<file path="src/rtl/debug_pkg.sv">
// Shared types and helpers for the debug dump path: FSM and section
// encodings, plus word/frame sizing helpers.
package debug_pkg;

    // Dump sequencer states.
    typedef enum logic [2:0] {
        IDLE = 3'd0,
        SEND = 3'd1,
        REQ  = 3'd2,
        WAIT = 3'd3,
        DONE = 3'd4
    } state_t;

    // Which part of the frame the word register currently holds.
    typedef enum logic [1:0] {
        SEC_PC  = 2'd0,
        SEC_REG = 2'd1,
        SEC_MEM = 2'd2
    } section_t;

    // Number of output bytes that make up one data word.
    function automatic int bytes_per_word(input int nb_data, input int nb_byte);
        return nb_data / nb_byte;
    endfunction

    // Total bytes in one dump frame: PC word, register words, memory words.
    function automatic int frame_bytes(input int n_regs, input int n_mem_words,
                                       input int nb_data, input int nb_byte);
        return (1 + n_regs + n_mem_words) * bytes_per_word(nb_data, nb_byte);
    endfunction

endpackage

</file>
<file path="src/rtl/debug_dump_unit_if.sv">
// Bus bundle between the dump unit and its environment: the byte stream
// toward the UART transmitter and the register-bank / data-memory debug
// read ports.
//
// Stream handshake: a byte moves on a rising clock edge where tx_valid and
// tx_ready are both 1. While tx_valid is 1 and the byte has not moved,
// tx_data holds steady and tx_valid stays high (only reset may drop it).
// tx_ready may change freely and never feeds back into tx_valid/tx_data.
//
// Read ports: a one-cycle read_enable strobe with its address; the read
// data is expected on the cycle after the strobe.
interface debug_dump_unit_if #(
    parameter int NB_DATA      = 32,
    parameter int NB_REG       = 5,
    parameter int NB_ADDR      = 32,
    parameter int NB_MEM_WIDTH = 8
);
    logic [NB_MEM_WIDTH-1:0] tx_data;
    logic                    tx_valid;
    logic                    tx_ready;

    logic                    reg_read_enable;
    logic [NB_REG-1:0]       reg_addr;
    logic [NB_DATA-1:0]      reg_data;

    logic                    mem_read_enable;
    logic [NB_ADDR-1:0]      mem_addr;
    logic [NB_DATA-1:0]      mem_data;

    // Dump unit side.
    modport master (
        output tx_data, tx_valid,
        input  tx_ready,
        output reg_read_enable, reg_addr,
        input  reg_data,
        output mem_read_enable, mem_addr,
        input  mem_data
    );

    // Transmitter / register bank / data memory side.
    modport slave (
        input  tx_data, tx_valid,
        output tx_ready,
        input  reg_read_enable, reg_addr,
        output reg_data,
        input  mem_read_enable, mem_addr,
        output mem_data
    );
endinterface

</file>
<file path="src/rtl/word_serializer.sv">
// Holds one data word and presents it as a sequence of bytes, most
// significant byte first. The byte index advances on each accepted byte
// and wraps to zero after the last one, which is flagged to the sequencer.
module word_serializer
    import debug_pkg::*;
#(
    parameter int NB_DATA = 32,
    parameter int NB_BYTE = 8
) (
    input  logic               clk,
    input  logic               rst,
    input  logic               load,
    input  logic [NB_DATA-1:0] load_data,
    input  logic               valid,
    input  logic               ready,
    output logic [NB_BYTE-1:0] tx_data,
    output logic               last_accepted
);
    localparam int BPW   = bytes_per_word(NB_DATA, NB_BYTE);
    localparam int IDX_W = (BPW > 1) ? $clog2(BPW) : 1;

    logic [NB_DATA-1:0] word_q;
    logic [IDX_W-1:0]   byte_idx;
    logic               is_last;

    assign is_last       = (byte_idx == IDX_W'(BPW - 1));
    assign last_accepted = valid && ready && is_last;

    // Word register and byte index: load restarts at the MSB, each accepted
    // byte steps to the next one, the last one wraps back to zero.
    always_ff @(posedge clk or posedge rst) begin
        if (rst) begin
            word_q   <= '0;
            byte_idx <= '0;
        end else if (load) begin
            word_q   <= load_data;
            byte_idx <= '0;
        end else if (valid && ready) begin
            if (is_last) begin
                byte_idx <= '0;
            end else begin
                byte_idx <= byte_idx + 1'b1;
            end
        end
    end

    // Byte select: index 0 is the most significant byte of the word.
    always_comb begin
        tx_data = '0;
        for (int b = 0; b < BPW; b++) begin
            if (byte_idx == IDX_W'(b)) begin
                tx_data = word_q[(BPW-1-b)*NB_BYTE +: NB_BYTE];
            end
        end
    end

endmodule

</file>
<file path="src/rtl/debug_dump_unit.sv">
// Debug read-out sequencer. On start it captures the PC, then fetches every
// register and the leading data-memory words through the debug read ports
// and streams each word out byte by byte toward the UART transmitter.
// Frame order: PC, R0..R(N_REGS-1), M0..M(N_MEM_WORDS-1).
module debug_dump_unit
    import debug_pkg::*;
#(
    parameter int NB_PC        = 32,
    parameter int NB_DATA      = 32,
    parameter int NB_REG       = 5,
    parameter int NB_ADDR      = 32,
    parameter int NB_MEM_WIDTH = 8,
    parameter int N_REGS       = 32,
    parameter int N_MEM_WORDS  = 32
) (
    input  logic             i_clock,
    input  logic             i_reset,
    input  logic             i_start,
    input  logic [NB_PC-1:0] i_pc,
    output logic             o_busy,
    output logic             o_done,
    output state_t           o_dbg_state,
    debug_dump_unit_if.master bus
);
    state_t      state_q;
    state_t      state_d;
    section_t    sec_q;
    logic [31:0] idx_q;

    // Where the frame goes after the word currently being sent.
    logic        has_next;
    section_t    next_sec;
    logic [31:0] next_idx;

    logic               start_accept;
    logic               ser_load;
    logic [NB_DATA-1:0] ser_load_data;
    logic               ser_valid;
    logic               last_accepted;

    assign start_accept = (state_q == IDLE) && i_start;
    assign o_dbg_state  = state_q;

    // The PC is captured on an accepted start; fetched words land in WAIT,
    // the cycle after the read strobe.
    assign ser_load      = start_accept || (state_q == WAIT);
    assign ser_load_data = (state_q == WAIT)
                         ? ((sec_q == SEC_MEM) ? bus.mem_data : bus.reg_data)
                         : NB_DATA'(i_pc);

    word_serializer #(
        .NB_DATA (NB_DATA),
        .NB_BYTE (NB_MEM_WIDTH)
    ) u_serializer (
        .clk           (i_clock),
        .rst           (i_reset),
        .load          (ser_load),
        .load_data     (ser_load_data),
        .valid         (ser_valid),
        .ready         (bus.tx_ready),
        .tx_data       (bus.tx_data),
        .last_accepted (last_accepted)
    );

    // Section walk: PC -> registers -> memory, skipping empty sections.
    always_comb begin
        has_next = 1'b0;
        next_sec = sec_q;
        next_idx = '0;
        case (sec_q)
            SEC_PC: begin
                if (N_REGS > 0) begin
                    has_next = 1'b1;
                    next_sec = SEC_REG;
                end else if (N_MEM_WORDS > 0) begin
                    has_next = 1'b1;
                    next_sec = SEC_MEM;
                end
            end
            SEC_REG: begin
                if ((idx_q + 32'd1) < 32'(N_REGS)) begin
                    has_next = 1'b1;
                    next_idx = idx_q + 32'd1;
                end else if (N_MEM_WORDS > 0) begin
                    has_next = 1'b1;
                    next_sec = SEC_MEM;
                end
            end
            SEC_MEM: begin
                if ((idx_q + 32'd1) < 32'(N_MEM_WORDS)) begin
                    has_next = 1'b1;
                    next_idx = idx_q + 32'd1;
                end
            end
            default: begin
                has_next = 1'b0;
            end
        endcase
    end

    // State register.
    always_ff @(posedge i_clock or posedge i_reset) begin
        if (i_reset) begin
            state_q <= IDLE;
        end else begin
            state_q <= state_d;
        end
    end

    // Section and word index; advanced as the last byte of a word leaves so
    // that REQ already addresses the next word.
    always_ff @(posedge i_clock or posedge i_reset) begin
        if (i_reset) begin
            sec_q <= SEC_PC;
            idx_q <= '0;
        end else if (start_accept) begin
            sec_q <= SEC_PC;
            idx_q <= '0;
        end else if ((state_q == SEND) && last_accepted && has_next) begin
            sec_q <= next_sec;
            idx_q <= next_idx;
        end
    end

    // Next-state logic; a start outside IDLE has no effect.
    always_comb begin
        state_d = state_q;
        case (state_q)
            IDLE: begin
                if (i_start) begin
                    state_d = SEND;
                end
            end
            SEND: begin
                if (last_accepted) begin
                    state_d = has_next ? REQ : DONE;
                end
            end
            REQ:     state_d = WAIT;
            WAIT:    state_d = SEND;
            DONE:    state_d = IDLE;
            default: state_d = IDLE;
        endcase
    end

    // Outputs decoded from state: strobes only in REQ, valid only in SEND.
    always_comb begin
        ser_valid           = 1'b0;
        bus.tx_valid        = 1'b0;
        bus.reg_read_enable = 1'b0;
        bus.reg_addr        = '0;
        bus.mem_read_enable = 1'b0;
        bus.mem_addr        = '0;
        o_busy              = 1'b0;
        o_done              = 1'b0;
        case (state_q)
            SEND: begin
                ser_valid    = 1'b1;
                bus.tx_valid = 1'b1;
                o_busy       = 1'b1;
            end
            REQ: begin
                o_busy = 1'b1;
                if (sec_q == SEC_REG) begin
                    bus.reg_read_enable = 1'b1;
                    bus.reg_addr        = idx_q[NB_REG-1:0];
                end else if (sec_q == SEC_MEM) begin
                    bus.mem_read_enable = 1'b1;
                    bus.mem_addr        = NB_ADDR'(idx_q);
                end
            end
            WAIT: begin
                o_busy = 1'b1;
            end
            DONE: begin
                o_done = 1'b1;
            end
            default: begin
                o_busy = 1'b0;
            end
        endcase
    end

endmodule

</file>
<file path="src/flat_wrapper.sv">
// flat-port wrapper written by rule: the top's interface ports become plain ports
module debug_dump_unit_flat import debug_pkg::*;
#(
    parameter int NB_PC        = 32,
    parameter int NB_DATA      = 32,
    parameter int NB_REG       = 5,
    parameter int NB_ADDR      = 32,
    parameter int NB_MEM_WIDTH = 8,
    parameter int N_REGS       = 32,
    parameter int N_MEM_WORDS  = 32
)
  (i_clock, i_reset, i_start, i_pc, o_busy, o_done, o_dbg_state, bus_tx_data, bus_tx_valid, bus_tx_ready, bus_reg_read_enable, bus_reg_addr, bus_reg_data, bus_mem_read_enable, bus_mem_addr, bus_mem_data);
  debug_dump_unit_if #(.NB_DATA(NB_DATA), .NB_REG(NB_REG), .NB_ADDR(NB_ADDR), .NB_MEM_WIDTH(NB_MEM_WIDTH)) bus_i ();
  input  logic i_clock;
  input  logic i_reset;
  input  logic i_start;
  input  logic [NB_PC-1:0] i_pc;
  output logic o_busy;
  output logic o_done;
  output state_t o_dbg_state;
  output wire logic [$bits(bus_i.tx_data)-1:0] bus_tx_data;
  output wire logic [$bits(bus_i.tx_valid)-1:0] bus_tx_valid;
  input wire logic [$bits(bus_i.tx_ready)-1:0] bus_tx_ready;
  output wire logic [$bits(bus_i.reg_read_enable)-1:0] bus_reg_read_enable;
  output wire logic [$bits(bus_i.reg_addr)-1:0] bus_reg_addr;
  input wire logic [$bits(bus_i.reg_data)-1:0] bus_reg_data;
  output wire logic [$bits(bus_i.mem_read_enable)-1:0] bus_mem_read_enable;
  output wire logic [$bits(bus_i.mem_addr)-1:0] bus_mem_addr;
  input wire logic [$bits(bus_i.mem_data)-1:0] bus_mem_data;
  assign bus_tx_data = bus_i.tx_data;
  assign bus_tx_valid = bus_i.tx_valid;
  assign bus_i.tx_ready = bus_tx_ready;
  assign bus_reg_read_enable = bus_i.reg_read_enable;
  assign bus_reg_addr = bus_i.reg_addr;
  assign bus_i.reg_data = bus_reg_data;
  assign bus_mem_read_enable = bus_i.mem_read_enable;
  assign bus_mem_addr = bus_i.mem_addr;
  assign bus_i.mem_data = bus_mem_data;
  debug_dump_unit #(.NB_PC(NB_PC), .NB_DATA(NB_DATA), .NB_REG(NB_REG), .NB_ADDR(NB_ADDR), .NB_MEM_WIDTH(NB_MEM_WIDTH), .N_REGS(N_REGS), .N_MEM_WORDS(N_MEM_WORDS)) u_core (.i_clock(i_clock), .i_reset(i_reset), .i_start(i_start), .i_pc(i_pc), .o_busy(o_busy), .o_done(o_done), .o_dbg_state(o_dbg_state), .bus(bus_i));
endmodule
</file>
<file path="config.mk">
export PLATFORM = sky130hd
export DESIGN_NAME = debug_dump_unit_flat
export DESIGN_NICKNAME = d
export VERILOG_FILES = /design/src/rtl/debug_pkg.sv /design/src/rtl/debug_dump_unit_if.sv /design/src/rtl/word_serializer.sv /design/src/rtl/debug_dump_unit.sv /design/src/flat_wrapper.sv
export SDC_FILE = /design/constraint.sdc
export NUM_CORES = 1
export LEC_CHECK = 0
export CAP_MARGIN = 5
export CELL_PAD_IN_SITES_DETAIL_PLACEMENT = 2
export CELL_PAD_IN_SITES_GLOBAL_PLACEMENT = 2
export CORE_MARGIN = 5
export CORE_UTILIZATION = 24
export DETAILED_ROUTE_END_ITERATION = 6
export GPL_TIMING_DRIVEN = 0
export PLACE_DENSITY_LB_ADDON = 0.1
export SYNTH_ARGS = -nofsm -noshare
export SYNTH_HDL_FRONTEND = slang
export SYNTH_SLANG_ARGS = --single-unit
</file>
<file path="constraint.sdc">
create_clock -name i_clock -period 2.45 [get_ports i_clock]
set_input_delay 0.6125 -clock i_clock [delete_from_list [all_inputs] [get_ports i_clock]]
set_output_delay 0.6125 -clock i_clock [all_outputs]
set_load 0.02 [all_outputs]
</file>
Word level (Yosys, flattened, before mapping)
Index checks and enable logic that the tools add are counted.
{ "word_totals": {"register_bits": 71, "in_bits": 100, "out_inout_bits": 53, "elab_cells": 73} }
{ "op_classes": {"add_sub_neg": 2, "n_lt_le_gt_ge": 1, "n_eq_ne": 12, "n_mux": 36, "n_reduce_logical": 17} }
{ "op_table": {"columns": ["cell", "count"], "rows": [
  ["two-way mux 32 bit", 9],
  ["adder 32 x 1 -> 32 bit, second input constant", 1],
  ["less-than comparator 32 x 6 -> 1 bit, second input constant", 1],
  ["two-way mux 8 bit", 4],
  ["two-way mux 2 bit", 6],
  ["case mux 3 bit (4 select lines)", 1],
  ["two-way mux 5 bit", 2],
  ["two-way mux 1 bit", 9],
  ["two-way mux 3 bit", 3],
  ["== test 2 bit, second input constant", 3],
  ["== test 3 x 2 -> 1 bit, second input constant", 2],
  ["logical AND 1 bit", 5],
  ["== test 2 x 1 -> 1 bit, second input constant", 2],
  ["zero test 2 bit", 2],
  ["case mux 2 bit (2 select lines)", 1],
  ["nonzero test 2 bit", 2],
  ["OR reduction 2 bit", 2],
  ["== test 3 x 1 -> 1 bit, second input constant", 1],
  ["== test 3 bit, second input constant", 1],
  ["zero test 3 bit", 1],
  ["!= test 3 x 2 -> 1 bit, second input constant", 1],
  ["AND reduction 3 bit", 1],
  ["nonzero test 3 bit", 1],
  ["OR reduction 3 bit", 1],
  ["other kinds (6)", 6]
]} }

Depth between registers and ports, before layout
{ "depth": {"word_depth": 8, "ltp_mapped": 10, "ltp_nobuf": 9} }

By module
A second synthesis with hierarchy kept.
{ "hier_totals": {"cells_unflattened": 499, "area_unflattened_um2": 4680.7} }
{ "modules_own_cells": {"columns": ["module", "instances", "cells_per_inst", "area_per_inst_um2", "seq_area_each_um2"], "rows": [
  ["debug_dump_unit", 1, 375, 3065.4, 925.9],
  ["word_serializer", 1, 124, 1615.3, 850.8]
]} }

Least setup slack after synthesis
No wires, ideal clock.
{ "synth_path": {"path_kind": "register to register", "start": "register u_core.state_q[2] (netlist: u_core.o_dbg_state[2])", "end": "register u_core.idx_q[0]", "setup_ns": 0.131, "t_arrival_ns": 2.662, "required_ns": 2.319, "path_slack_ns": -0.342, "stages_incl_launch_ff": 11, "n_path_buf": 3, "period_less_slack_ns": 2.792, "cell_sequence": "dfrtp_1 clkbuf_1 nor3b_1 and2_1 clkbuf_1 nand2_1 nor2_1 o21ai_0 a2bb2oi_2 buf_4 o22ai_1"} }
{ "synth_between": {"elab_chain_cells": 7, "word_cells_on_any_way": 10, "cone_classes": "eq/ne: 1; mux: 2; reduce/logical: 7"} }
{ "synth_lines": {"columns": ["element", "line", "source"], "rows": [
  ["from (decl)", "debug_dump_unit.sv:25", "state_t state_q;"],
  ["from (signal assigned)", "debug_dump_unit.sv:106", "state_q <= state_d;"],
  ["== test 3 x 1 -> 1 bit", null, null],
  ["two-way mux 1 bit", null, null],
  ["named net bus_tx_valid", "flat_wrapper.sv:22", "output wire logic [$bits(bus_i.tx_valid)-1:0] bus_tx_valid;"],
  ["logical AND 1 bit (2 in series)", "word_serializer.sv:27", "assign last_accepted = valid && ready && is_last;"],
  ["logical AND 1 bit (2 in series)", "debug_dump_unit.sv:119", "end else if ((state_q == SEND) && last_accepted && has_next) begin"],
  ["nonzero test 2 bit (no line)", null, null],
  ["to (signal assigned)", "debug_dump_unit.sv:121", "idx_q <= next_idx;"],
  ["to (decl)", "debug_dump_unit.sv:28", "logic [31:0] idx_q;"]
]} }
The timed path passes the listed nets, and every way through them passes these cells.
A chain may end at the register's enable or synchronous reset.

Worst setup path after layout
{ "layout_path": {"start": "register u_core.idx_q[1]", "end": "register u_core.idx_q[1]"} }
{ "layout_between": {"elab_chain_cells": 6, "word_cells_on_any_way": 10, "cone_classes": "add/sub: 1; order compare: 1; mux: 6; reduce/logical: 2"} }
{ "layout_lines": {"columns": ["element", "line"], "rows": [
  ["adder 32 x 1 -> 32 bit (*)", null],
  ["less-than comparator 32 x 6 -> 1 bit", "debug_dump_unit.sv:81, debug_dump_unit.sv:90"],
  ["two-way mux 1 bit / two-way mux 32 bit (equally long branches)", "debug_dump_unit.sv:90, debug_dump_unit.sv:81"],
  ["case mux 1 bit (2 select lines) / two-way mux 32 bit (equally long branches)", null],
  ["logical AND 1 bit / two-way mux 32 bit (equally long branches)", "debug_dump_unit.sv:119"],
  ["nonzero test 2 bit (no line) / two-way mux 32 bit (equally long branches)", null]
]} }
Mark *: on every way between the ends. The rest lies on a longest branch, timed or not. The select of a mux whose other input is x is not followed.

==> impl_summary.txt <==
----------------------------------------------------
[STA]
  Share of the clock period used by the worst path ... 116.1%
  Tightest slew margin relative to the limit ... between 60% and 70%
  Transition time at the pin with the least slew margin ... 595.3 ps
  Setup slack of the critical path after layout ... -394.9 ps
  Number of max-slew violations in the final report ... 0
  Achievable frequency ... 351.5 MHz
  Unrepaired setup endpoints after global routing ... yes
  Skew final ... 5.643 ps
  Final Hold Viols ... 0
  Total of endpoints with negative setup slack in the final report ... 74
  Final period demand of the worst path ... 2845 ps

[Clock network]
  Buffers from clock root to sink, at most ... 2
  Max H-tree Level ... 3
  Clock insertion delay at the later pin of the skew report ... 350 ps
  Clock tree from TritonCTS ... yes
  Clock buffer count from CTS ... 9
  Sinks on Clock Net ... 71
  CTS root buf ... clkbuf_16
  Clock edge transition at the registers on the reported setup and hold paths ... 60 ps
  Total of hold buffers inserted after clock tree synthesis ... 0

[Global route]
  Total global routing track utilization ... 17.84%
  Initial antenna violation count ... 0
  Pin count of the biggest net entering global routing ... 45
  Vias in the first global route ... 5628
  Wire length of the first global-routing pass ... 30.88 mm
  GR Overflow Total ... 0

[Drt]
  Vias per Instance ... 4.943
  Final WL ... 20.18 mm
  Count of TritonRoute iterations in the first routing pass ... 4
  Average detailed-routed wire length per instance ... 19.96 um
  Post-route antenna net violation count ... 0
  Post-route DRC ... 0
  Initial detailed-routing violation count ... 111
  Via total after detailed routing ... 4997

[Place]
  Setup Slack @ Placement ... -1063 ps
  Buffers on Ports ... 152
  Detailed Place HPWL ... 14.80 mm
  Dpl cells ... 942
  Global placer's final weighted congestion ... around 0.83

[Synthesis]
  Fraction of the yosys area taken by sequential cells ... 38.72%
  Number of distinct standard cells referenced by the synthesized netlist ... 56
  Syn nets ... roughly 660
  Cell Area, Synth ... 4588 sq um
  Number of cells produced by synthesis ... 554
  Most used flip-flop cell after synthesis ... dfrtp_1
  Number of synthesized register bits ... 71
  Yosys synthesis warning count ... 0
  Post-synth EDFFs ... 0
  Average cell area after synthesis ... around 8.3 sq um
  Proportion of register bits with asynchronous set or reset after synthesis ... 100.0%

[Pwr]
  Final Total Pwr ... between 7 and 8 mW
  Power density relative to cell area ... ~910 nW/um^2
  Leak ... roughly 3.4 nW
  Peak supply drop ... 0.5984 mV

[Run status]
  Result of the run ... complete, but fails checks
  Violated checks ... setup timing

[Finish]
  N_diodes ... 0
  Signed area change from the synthesized netlist to the final layout ... 71.07%
  Count of nets after finishing ... 882
  Fraction of layout instances using a drive strength above 1 ... 32.82%
  Non-filler instance count after layout ... 1011

[Setup path]
  Register-to-Register Setup Slack ... -390 ps
  Biggest fanout along the worst timing path ... 5
  Endpoint of the lowest-slack register-to-register path ... u_core.idx_q[1]
  CP arrival ... 3100 ps
  Number of cells on the worst reg-to-reg path ... 10
  Critical path type ... flip-flop to flip-flop
  Crit start category ... flip-flop
  Req. time, crit path ... around 2700 ps
  Sort of element at the end of the critical path ... flip-flop
  Startpoint of the worst-slack reg-to-reg timing path ... u_core.idx_q[1]

[Min path]
  Endpoint of the worst hold-timing path ... u_core.u_serializer.word_q[7]
  Class of the tightest hold or removal check ... flip-flop to flip-flop
  Startpoint of the most critical hold path ... u_core.u_serializer.word_q[7]
  Worst Hold Path Cells ... 2

[Die]
  Core area ... 18770 sq um
  I/O pin count ... 153
  Die width ... 148.3 um
  Die Ht ... 148.3 um
  Area of the die ... 21980 sq um
  Starting utilization of the core area ... 24.45%
  Std-Cell Rows ... 50

[Job]
  Number of maximum-capacitance violations ... 0

----------------------------------------------------
[synthesized netlist by cell type, drive strengths merged (4+ instances only)]
cell type  instances  area share (%)
a211oi            35             5.7
a21oi             22             2.4
a22oi              5            0.82
a31oi             34             4.6
and2              39             5.3
and3               8             1.1
buf                8             1.0
clkbuf            29             2.4
dfrtp             71              39
ha                10             2.7
inv               13             1.1
nand2             89             7.3
nand3             10             1.2
nand4             10             1.6
nor2              32             2.6
nor2b             59             8.0
nor3               8            0.87
nor4               7             1.6
o21ai             11             1.2
o22ai              4            0.55
or3                4            0.65
xnor2              5            0.95
[metal layers]
metal  GRT usage (%)  wire length [um]  vias up  share of wire (%)
li1                -                 -     2400                  -
met1           20.89              8565     2474                 42
met2           32.15             10470      105                 52
met3           4.235               850       18                4.2
met4           5.681               296        0                1.5
met5               0                 0        -                  0
[worst max path at each step]
| stage | end | cells after the start | slack, ps | from |
|---|---|---|---|---|
| final | u_core.idx_q[1] | 10 | -390 | u_core.idx_q[1] |
| after global routing | u_core.idx_q[1] | 11 | -510 | u_core.idx_q[17] |
| after CTS | u_core.idx_q[1] | 9 | -300 | u_core.idx_q[6] |
| after detailed placement | bus_mem_addr[24] | 8 | -1060 | u_core.sec_q[1] |
| after global placement | bus_mem_addr[23] | 7 | -1430 | u_core.sec_q[1] |
| after floorplan | u_core.idx_q[0] | 10 | 4 | u_core.idx_q[0] |
[stage by stage]
| stage | utilization [%] | setup TNS, ps | instance area (sq um) | hold slack, ps |
|---|---|---|---|---|
| after floorplan | - | 0 | 4606 | 497.4 |
| after global placement | 34.21 | -191280 | 6420 | 533.0 |
| after detailed placement | 34.39 | -83490 | 6455 | 546.9 |
| after CTS | 39.16 | -16480 | 7350 | 563.2 |
| after global routing | 41.82 | -23650 | 7849 | 579.8 |
| final | 41.82 | -15250 | 7849 | 559.4 |
[flip-flops by register name (all words and copies together) (netlist names)]
signal,cells
u_core.u_serializer.byte_idx,2
u_core.o_dbg_state,3
u_core.idx_q,32
u_core.u_serializer.word_q,32
u_core.sec_q,2
[worst max-delay path, cell delays in order, from the launching register on]
cell and delay, ps:
dfrtp_2 400, buf_4 150, and3_1 220, nand2_1 140
or3_1 400, a22oi_2 180, nand4_1 200, nor4_4 440
buf_4 220, nand3_4 120, o31ai_4 250
[cell usage in the layout, fill, tap and decap left out, types with 5 or more instances in the layout]
cell type,synthesis,routed
clkdlybuf4s50_1,0,104
nand2_1,89,84
nor2b_1,59,54
buf_4,4,50
dfrtp_1,71,49
buf_6,0,44
a211oi_1,35,35
a31oi_1,34,34
and2_4,0,31
nor2_1,32,22
dfrtp_2,0,22
clkbuf_1,29,17
a21oi_1,22,15
buf_8,0,10
clkbuf_16,0,9
inv_1,13,8
nand4_1,8,8
and3_1,8,8
and2_1,39,8
nand3_1,9,8
a21oi_2,0,7
dlygate4sd2_1,0,7
nor3_1,8,6
o21ai_1,0,6
xnor2_1,5,5
nor2_2,0,5
nor2_4,0,5
ha_4,0,5
[cell type report]
type | count | area, sq um
plain buffers | 33 | 220.2
clock buffers | 10 | 239.0
clock inverters | 6 | 36.28
fillers | 2038 | 10920
inverters | 13 | 56.30
multi-input cells | 433 | 3100
flip-flops and latches | 71 | 1804
well taps | 234 | 292.8
repair buffers | 211 | 2100
[cells by family after synthesis]
family,count (synthesis),synth area share [%]
mux,1,0.2182
flops,71,38.72
xor+xnor,7,1.336
simple gates,282,32.89
fa+ha+maj,10,2.727
buf+inv,50,4.472
compound gates,133,19.63
[where the power goes]
part	switching (mW)	internal, mW	leakage [nW]
combinational	2.04	1.87	2.35
sequential	0.395	1.57	0.859
clock	0.539	0.707	0.138
[repair_timing]
item                       CTS  global route
buffers inserted            20            32
setup endpoints to repair  115            97
pin swaps                   24            46
gates resized for setup    369            82
cloned                       5             0
No activity file was read; power rests on OpenSTA's default activity.
==> edit 1, RTL diff (config.mk and constraints unchanged) <==
Register the output `o_dbg_state` once more; this adds one clock of latency there. The other outputs are not delayed to match.
--- a/src/rtl/debug_dump_unit.sv
+++ b/src/rtl/debug_dump_unit.sv
@@ -39,7 +39,9 @@
     logic               last_accepted;
 
     assign start_accept = (state_q == IDLE) && i_start;
-    assign o_dbg_state  = state_q;
+    always_ff @(posedge i_clock) begin
+        o_dbg_state <= state_q;
+    end
 
     // The PC is captured on an accepted start; fetched words land in WAIT,
     // the cycle after the read strobe.
Formal check against the unedited RTL: not equivalent (Yosys sat finds a counterexample within 4 cycles, from zero or initial values and one cycle with i_reset high).
==> edit 1 against the unedited design <==
- the flow still finishes with violations (negative setup slack)
- sequential cell count increased by 3
- setup slack worse by 0.28 ns
- final area up 5.0%
- die area grew 2.0%
- wire length rose by 9.8%
- power rose by 5.7%
- area after synthesis increased by 2.1%
- combinational power is 5.6% higher
==> edit 1: results (changes against the unedited design) <==
metric	value	unit	change
gr usage total	0.1860		+0.007618
launching point of the worst reg2reg path	u_core.idx_q[4]$_DFFE_PP0P_		
Worst Hold Depth	0		-2
layout cells sized above 1	0.3724		+0.04417
largest net degree at the start of global routing	56		+24%
fraction of registers with async set/reset	0.9595		-0.04054
fillers	2098		+2.9%
Hold Path Sink	u_core.o_dbg_state[2]$_DFF_P_		
DRT iter0 DRCs	151		+36%
failing checks	negative setup slack		
Worst R2R Path Depth	8		-2
Worst Slack Setup Final	-0.6788	ns	-0.2839 ns
final wirelength	22150	um	+9.8%
Avg Inst Size Synth	8.293	sq um	+0.14%
Nets	908		+2.9%
Synth top cells by count	nand2_1 (90), dfrtp_1 (71), and2_1 (61)		
final setup violating endpoints	76		+2.7%
status	finished with violations		
Synth Net Count	675		+1.7%
post-synth cell types	54		-3.6%
DR WL/cell	20.74	um	+3.9%
routed vias/inst	4.925		-0.35%
FF-to-FF setup slack	-0.68	ns	-0.28 ns
setup TNS	-30.13	ns	-14.88 ns
vias in the first global route	5744		+2.1%
Hold Startpoint	u_core.state_q[2]$_DFFE_PP0P_		
-- edit 1: changes by cell type in the layout (fill, tap and decap cells not counted), moves of 5 or more --
cell and change:
nor2b_1 -21, a21oi_1 -7, buf_6 +11, buf_4 +10
and2_4 +19, clkbuf_2 +8, nor4_1 +5, buf_8 -6
-- edit 1: layer usage --
layer / vias to the layer above / part of all wire / GRT usage
met5: - / 0 / 0
met4: 0 / 0.016 / 0.04803
met3: 24 / 0.049 / 0.03513
met2: 127 / 0.48 / 0.3045
met1: 2631 / 0.45 / 0.2532
li1: 2478 / - / -
-- edit 1: power by group --
group / internal (uW) / leakage (uW) / switching (uW) / total, uW
Combinational: 1980 / 0.00240 / 2150 / 4130
Sequential: 1630 / 0.000876 / 407 / 2030
Clock: 799 / 0.000142 / 553 / 1350
Total: 4410 / 0.00342 / 3110 / 7520
-- edit 1: worst max path at each step --
stage | start | end | slack (ns)
2_1_floorplan | u_core.idx_q[8]$_DFFE_PP0P_ | u_core.idx_q[10]$_DFFE_PP0P_ | -0.41
3_3_place_gp | u_core.sec_q[1]$_DFFE_PP0P_ | bus_mem_addr[13] | -1.42
3_5_place_dp | u_core.sec_q[1]$_DFFE_PP0P_ | bus_mem_addr[14] | -1.46
4_1_cts | u_core.idx_q[8]$_DFFE_PP0P_ | u_core.idx_q[19]$_DFFE_PP0P_ | -0.66
5_1_grt | u_core.idx_q[0]$_DFFE_PP0P_ | u_core.idx_q[18]$_DFFE_PP0P_ | -0.76
6_report | u_core.idx_q[4]$_DFFE_PP0P_ | u_core.idx_q[0]$_DFFE_PP0P_ | -0.68
-- edit 1: what timing repair did --
action,CTS,global route
pin swaps,35,36
cloned,3,3
buffers inserted,37,34
gates resized for setup,298,193
setup endpoints to repair,116,111
hold buffers,0,0
-- edit 1: cells by family (layout without fill, tap and decap cells) --
kind of cell	Yosys count	in the layout	synth area share
AO/OA/AOI/OAI	134	135	0.1981
XOR/XNOR	6	6	0.01121
adder cells (fa/ha/maj)	10	10	0.02670
buffers and inverters	53	290	0.04619
flip-flops	74	74	0.3920
multiplexers	2	2	0.004806
AND/OR/NAND/NOR	286	286	0.3210
-- edit 1: worst register-to-register path, delay by kind of cell (launching register included) --
family             cells  cell delay, ns
DFF                    1            0.49
and+or+nand+nor        4            1.19
AOI/OAI and AO/OA      3            1.02
muxes                  1            0.30
-- edit 1: final cells by class --
cell class	instances	area, sq um	share of cell area
plain buffers	34	231.5	0.02809
inverters	12	57.56	0.006985
well taps	265	331.6	0.04024
flip-flops and latches	74	1868	0.2267
multi-input cells	439	3194	0.3876
repair buffers	228	2262	0.2745
clock buffers	15	287.8	0.03492
clock inverters	1	7.507	0.0009110
==> edit 2, RTL diff (config.mk and constraints unchanged) <==
Without the edit above. `NB_REG` is set to 5 in 3 places; all go to 10.
--- a/src/rtl/debug_dump_unit_if.sv
+++ b/src/rtl/debug_dump_unit_if.sv
@@ -11,7 +11,7 @@
 // data is expected on the cycle after the strobe.
 interface debug_dump_unit_if #(
     parameter int NB_DATA      = 32,
-    parameter int NB_REG       = 5,
+    parameter int NB_REG       = 10,
     parameter int NB_ADDR      = 32,
     parameter int NB_MEM_WIDTH = 8
 );
--- a/src/rtl/debug_dump_unit.sv
+++ b/src/rtl/debug_dump_unit.sv
@@ -7,7 +7,7 @@
 #(
     parameter int NB_PC        = 32,
     parameter int NB_DATA      = 32,
-    parameter int NB_REG       = 5,
+    parameter int NB_REG       = 10,
     parameter int NB_ADDR      = 32,
     parameter int NB_MEM_WIDTH = 8,
     parameter int N_REGS       = 32,
--- a/src/flat_wrapper.sv
+++ b/src/flat_wrapper.sv
@@ -3,7 +3,7 @@
 #(
     parameter int NB_PC        = 32,
     parameter int NB_DATA      = 32,
-    parameter int NB_REG       = 5,
+    parameter int NB_REG       = 10,
     parameter int NB_ADDR      = 32,
     parameter int NB_MEM_WIDTH = 8,
     parameter int N_REGS       = 32,
Ports: changed (resized bus_reg_addr); port bits go from 153 to 158. No check against the original RTL was run, so the function may have changed too.
==> edit 2 against the unedited design <==
- the flow still finishes with violations (negative setup slack)
- power fell by 7.2%
- sequential power fell by 6%
- setup slack improved by 0.054 ns
- area after synthesis rose by 1.2%
- largest power group unchanged
- clock power rose by 9.6%
- final area rose by 2.6%
- wire length rose by 6.4%
- non-clock buffer count rose by 20
- sequential cell count did not move
- clock skew rose by 0.0032 ns
- critical path depth fell by 1
==> edit 2: results (changes against the unedited design) <==
metric	value	unit	change
layout cells sized above 1	0.3488		+0.02056
Switching Share	0.4080		-0.01006
Worst Slack Setup Final	-0.3410	ns	+0.05391 ns
post-synth cell types	50		-11%
Critical Path End	u_core.idx_q[0]$_DFFE_PP0P_		
met2 WL post-DR	11800	um	+13%
final setup violating endpoints	69		-6.8%
GPL Wtd Cong	0.7864		-5.5%
GR met1 Demand/Resource	0.2100		+0.001098
largest net degree at the start of global routing	37		-18%
Placed Area	6623	sq um	+2.6%
Placed Instances	983		+4.4%
Synth Net Count	674		+1.5%
global routing usage on met2	0.3510		+0.02945
Hold WS	0.5513	ns	-0.008047 ns
Pleak	0.003467	uW	+3.5%
Setup crit start	u_core.idx_q[14]$_DFFE_PP0P_		
vias in the first global route	5960		+5.9%
failing checks	negative setup slack		
routed vias/inst	4.883		-1.2%
top-area cell type share of the netlist area	0.3825		-0.004694
pre-CTS setup slack	-1.334	ns	-0.2713 ns
Critical Path Slowest Stage Cell	or4_4		
slowest stage delay, CP	0.60	ns	+0.16 ns
Final Skew	0.008880	ns	+0.003238 ns
Hold Path Sink	u_core.u_serializer.word_q[6]$_DFFE_PP0N_		
Routed met1 length	8452	um	-1.3%
status	finished with violations		
Synth top cells by count	nand2_1 (91), dfrtp_1 (71), and3_1 (40)		
DRT iter0 DRCs	152		+37%
[edit 2: layout make-up]
class	count	area (sq um)
clock buffers	9	225.2
fillers	2080	10840
plain buffers	39	265.3
clock inverters	7	72.57
flip-flops and latches	71	1797
repair buffers	225	2151
inverters	9	40.04
well taps	260	325.3
multi-input cells	440	3176
[edit 2: logic make-up (layout without fill, tap and decap cells)]
logic type,Yosys count,after routing,share of synthesized area
compound gates,127,127,0.1824
xor+xnor,8,8,0.01508
buf+inv,53,289,0.04957
mux,3,3,0.007004
fa+ha+maj,10,10,0.02694
simple gates,292,292,0.3365
flops,71,71,0.3825
[edit 2: power by group through the flow]
| stage | clock network [uW] | logic [uW] | registers, uW |
|---|---|---|---|
| 2_1_floorplan | 0 | 1450 | 1710 |
| 3_3_place_gp | 0 | 2370 | 1820 |
| 3_5_place_dp | 0 | 2440 | 1830 |
| 4_1_cts | 1400 | 2850 | 1810 |
| 5_1_grt | 1460 | 3700 | 1880 |
| 6_report | 1370 | 3390 | 1840 |
